File: src/rtl/adsr_envelope_ctrl.sv
`timescale 1ns/1ps
// ADSR envelope controller: steps an amplitude level once per sample tick from a packed 8-bit ADSR code.
// Optional feature macro ADSR_RETRIG_EN: retrig is held pending until the next tick and restarts the attack from zero.
module adsr_envelope_ctrl #(
    parameter int AMP_W     = 8,
    parameter int MAX_LEVEL = 2**AMP_W - 1
) (
    input  logic             clk,
    input  logic             rst_n,
    input  logic             tick,
    input  logic             gate,
    input  logic             retrig,
    input  logic [7:0]       amp_envelope,
    output logic [AMP_W-1:0] level,
    output logic [2:0]       env_state,
    output logic             busy
);

    typedef enum logic [2:0] {
        ST_IDLE    = 3'd0,
        ST_ATTACK  = 3'd1,
        ST_DECAY   = 3'd2,
        ST_SUSTAIN = 3'd3,
        ST_RELEASE = 3'd4
    } state_e;

    localparam logic [AMP_W:0] MAX_W = (AMP_W+1)'(MAX_LEVEL);

    state_e           state_q, state_d;
    logic [AMP_W-1:0] level_q, level_d;
    logic             busy_q;
    logic             restart;

    // One extra bit of headroom so sums saturate and differences expose underflow in the MSB.
    logic [AMP_W:0] a_step, d_step, r_step, target_w, sum_w, dec_w, rel_w;

    assign a_step   = (AMP_W+1)'(1) << {amp_envelope[1:0], 1'b0};
    assign d_step   = (AMP_W+1)'(1) << {amp_envelope[3:2], 1'b0};
    assign r_step   = (AMP_W+1)'(1) << {amp_envelope[7:6], 1'b0};
    assign target_w = {1'b0, {(AMP_W/2){amp_envelope[5:4]}}};
    assign sum_w    = {1'b0, level_q} + a_step;
    assign dec_w    = {1'b0, level_q} - d_step;
    assign rel_w    = {1'b0, level_q} - r_step;

`ifdef ADSR_RETRIG_EN
    logic pend_q;

    always_ff @(posedge clk or negedge rst_n) begin
        if (!rst_n)      pend_q <= 1'b0;
        else if (tick)   pend_q <= 1'b0;
        else if (retrig) pend_q <= 1'b1;
    end

    assign restart = (pend_q | retrig) & gate;
`else
    logic unused_retrig;
    assign unused_retrig = retrig;
    assign restart       = 1'b0;
`endif

    // NOTE: sequential state uses non-blocking assignments so every register samples pre-edge values.
    always_ff @(posedge clk or negedge rst_n) begin
        if (!rst_n) begin
            state_q <= ST_IDLE;
            level_q <= '0;
            busy_q  <= 1'b0;
        end else if (tick) begin
            state_q <= state_d;
            level_q <= level_d;
            busy_q  <= (state_d != ST_IDLE);
        end
    end

    always_comb begin
        // NOTE: defaults first so every path assigns state_d/level_d and no latch is inferred.
        state_d = state_q;
        level_d = level_q;
        if (restart) begin
            state_d = ST_ATTACK;
            level_d = '0;
        end else if (gate && (state_q == ST_IDLE || state_q == ST_RELEASE)) begin
            state_d = ST_ATTACK;
        end else if (!gate && (state_q == ST_ATTACK || state_q == ST_DECAY || state_q == ST_SUSTAIN)) begin
            state_d = ST_RELEASE;
        end else begin
            case (state_q)
                ST_IDLE: level_d = '0;
                ST_ATTACK: begin
                    if (sum_w >= MAX_W) begin
                        level_d = MAX_W[AMP_W-1:0];
                        state_d = ST_DECAY;
                    end else begin
                        level_d = sum_w[AMP_W-1:0];
                    end
                end
                ST_DECAY: begin
                    if (dec_w[AMP_W] || dec_w <= target_w) begin
                        level_d = target_w[AMP_W-1:0];
                        state_d = ST_SUSTAIN;
                    end else begin
                        level_d = dec_w[AMP_W-1:0];
                    end
                end
                ST_SUSTAIN: level_d = target_w[AMP_W-1:0];
                ST_RELEASE: begin
                    if (rel_w[AMP_W] || rel_w == '0) begin
                        level_d = '0;
                        state_d = ST_IDLE;
                    end else begin
                        level_d = rel_w[AMP_W-1:0];
                    end
                end
                default: begin
                    state_d = ST_IDLE;
                    level_d = '0;
                end
            endcase
        end
    end

    always_comb begin
        level     = level_q;
        env_state = state_q;
        busy      = busy_q;
    end

endmodule

File: config.mk
export PLATFORM = sky130hd
export DESIGN_NAME = adsr_envelope_ctrl
export DESIGN_NICKNAME = d
export VERILOG_FILES = /design/src/rtl/adsr_envelope_ctrl.sv
export SDC_FILE = /design/constraint.sdc
export NUM_CORES = 1
export LEC_CHECK = 0
export ABC_AREA = 1
export CAP_MARGIN = 20
export CORE_MARGIN = 2
export CORE_UTILIZATION = 50
export CTS_CLUSTER_DIAMETER = 100
export CTS_CLUSTER_SIZE = 8
export DETAILED_ROUTE_END_ITERATION = 16
export GPL_TIMING_DRIVEN = 0
export PLACE_DENSITY = 0.73
export SLEW_MARGIN = 20
export SYNTH_ARGS = -nofsm -noshare
export SYNTH_HDL_FRONTEND = slang
export SYNTH_SLANG_ARGS = --single-unit
File: constraint.sdc
create_clock -name clk -period 2.9 [get_ports clk]
set_input_delay 0.58 -clock clk [delete_from_list [all_inputs] [get_ports clk]]
set_output_delay 0.58 -clock clk [all_outputs]
set_load 0.02 [all_outputs]
==> flow_summary.ini <==
[critical_path]
crit_path_cell_trace = buf_8 -> or2_4 -> ha_4 -> nand2_4 -> nand2_2 -> nand4_1 -> nand2_2 -> xor2_2 -> inv_2 -> ha_4 -> nand3_4 -> nor2_4 -> a21oi_4 -> nand2_8 -> o211ai_1 -> nand3_1 -> nand2_1 -> o21ai_1
startpoint_type = primary input
cpLargestDelayFamily = simple AND/OR/NAND/NOR gates
max_stage_delay_ps = 300
crit_arrival_ps = 3030
cp_slowest_cell = ha_4
crit_fanout = 6
cp.required_ps = 3020
critPathKind = primary input to flop
cp-end-kind = flop
cp.buffers_inverters = 2

[sta]
skew_ps = 1.53
hold_viol = 0
max_freq_mhz = 344
slew_headroom_pct = 50.5
setup_viol = 1
rsz0062_at_grt = yes
period_share_pct = 100
worst_pin_slew_ps = 739
slew_viol_final = 0
setup_ws_ps = -6.49
min_period_ps = 2910
whs_ps = 518

[detailed_routing]
drt-wirelength-per-cell_um = 12.6
routed_wl_um = 5650
route.detailed.drc = 0
vias_per_cell = 5.22
firstDrtPassIters = 5
ant_nets = 0
vias = 2345
drtIter0Drc = 157

[logic_synthesis]
synth_top_area_share_pct = 24.6
synth_area_per_cell_um2 = 5.74
synth_largest_area_cell = nand2_1
synthTopCellsByArea = nand2_1 (25%), dfrtp_1 (14%), ha_1 (14%)
yosysWarnings = 0
synth_cells = 367
syn_nets = 403
ys_ff_latch = 12
ys_seq_area_share_pct = 14.2
synth_cell_type_count = 34
syn_area_um2 = 2110

[clock_tree]
cts-root-buf = clkbuf_8
clock_sinks = 12
cts_tree = built
ctsHoldBuffers = 0
clock_latency_ps = 240
htreeDepth = 1
cts_buffers = 3
cts_buffer_depth = 2
clkTransAtPathRegs_ps = 50

[floorplan]
coreArea_um2 = 4030
initial_core_util_pct = 52.3
io_pins = 25
rows = 23
die_w_um = 68.9
die_area_um2 = 4750
die_h_um = 68.9

[grt]
antenna_found_initial = 0
grt_pass1_vias = 1991
grt_pass1_wl_um = 8690
grtUsageTotal_pct = 24.1
grt_overflow_total = 0
grt_max_degree = 13

[run_status]
status = finished with violations
violations = negative setup slack

[finish]
final_common_cell = nand2_1
drive_gt1_share_pct = 21.1
diodes = 0
final_area_um2 = 2730
final_nets = 436
area_growth_syn_to_layout_pct = 29.4
fillCellCount = 376
final_cell_mix = nand2_1 (123), inv_1 (55), nand3_1 (27)

[placement]
dp_hpwl_um = 4350
placedInstanceArea_um2 = 2420
numPortBuffers = 23
place.gp.congestion = 0.959

[hold_path]
min_path_type = flop to flop

[flow_run]
max_cap_violations = 0
-- synthesized netlist by cell type --
cell      instances
nor2_2            2
nand3b_1          7
o21bai_2          1
a21o_1            1
nand2_1         138
nand2_2           7
xor2_1            2
nor2_1           30
a21oi_1           8
o21ai_0           9
nand3_2           3
or2_2             2
nor3_2            1
clkinv_1          1
inv_2             3
o22ai_1           1
a31oi_1           1
a21oi_4           1
o211ai_1          1
nor3_1            1
and2_1            3
dfrtp_1          12
buf_6             2
buf_4             1
o21a_1            1
inv_1            60
a21oi_2           2
nand4_1           5
nand3_1          33
xnor2_1           1
nor2_4            1
a31oi_2           1
ha_1             23
nand2_4           2
-- metal layers --
metal	GRT usage (%)	wire length (µm)	vias to the layer above
li1	-	-	1223
met1	32.1	2510	1028
met2	42.3	2660	88
met3	2.76	411	6
met4	4.41	68	0
met5	0	0	-
-- logic make-up (layout without fill, tap and decap cells) --
kind of cell | Yosys count | count (layout) | synth area share [%]
AND/OR/NAND/NOR | 235 | 235 | 49.6
XOR/XNOR | 3 | 3 | 1.25
buffers and inverters | 67 | 99 | 12.8
adder cells (fa/ha/maj) | 23 | 23 | 13.7
flip-flops | 12 | 12 | 14.2
AO/OA/AOI/OAI | 27 | 27 | 8.43
-- final cells by class --
type | count | area [µm²] | share of cell area (%)
well taps | 50 | 62.6 | 2.29
repair buffers | 28 | 282 | 10.3
multi-input cells | 288 | 1750 | 64.3
plain buffers | 3 | 30.0 | 1.10
clock buffers | 4 | 55.1 | 2.02
flip-flops and latches | 12 | 304 | 11.1
inverters | 64 | 240 | 8.81
-- through the flow --
step / TNS (ps) / std cells / util [%] / setup WS [ps]
global route: -984 / 449 / 67.7 / -158
floorplan: 0 / 367 / - / 7.45
CTS: 0 / 447 / 63.9 / 29.2
detailed placement: -7830 / 440 / 60.0 / -834
finish: -6.49 / 449 / 67.7 / -6.49
global placement: -7400 / 440 / 60.0 / -807
-- final timing paths --
path	start	end	slack, ps	cells after the start
max reg2reg	level[6]	level[5]	20	16
max	amp_envelope[3]	level[5]	-6	18
min reg2reg	busy	busy	520	2
max in group asynchronous	rst_n	level[6]	1850	1
min	busy	busy	520	2
min in group asynchronous	rst_n	level[3]	680	1
-- registers in the layout (all words and copies together), names as in the netlist --
signal,flops
busy,1
env_state,3
level,8
-- tightest hold or removal path, delay by kind of cell (launching register included) --
kind	cells	cell delay (ps)
and+or+nand+nor	2	120
DFF	1	350
-- what timing repair did --
| item | 4_1_cts | 5_1_grt |
|---|---|---|
| setup buffers | 3 | 2 |
| endpoints found under the hold margin | 0 | 0 |
| setup endpoints to repair | 10 | 11 |
| gates resized for setup | 27 | 42 |
| pin swaps | 17 | 16 |
| gates cloned | 0 | 0 |
Power is left out: the tool's default activity adds up to more than one toggle a clock period on the data nets, which glitch-free logic cannot reach.
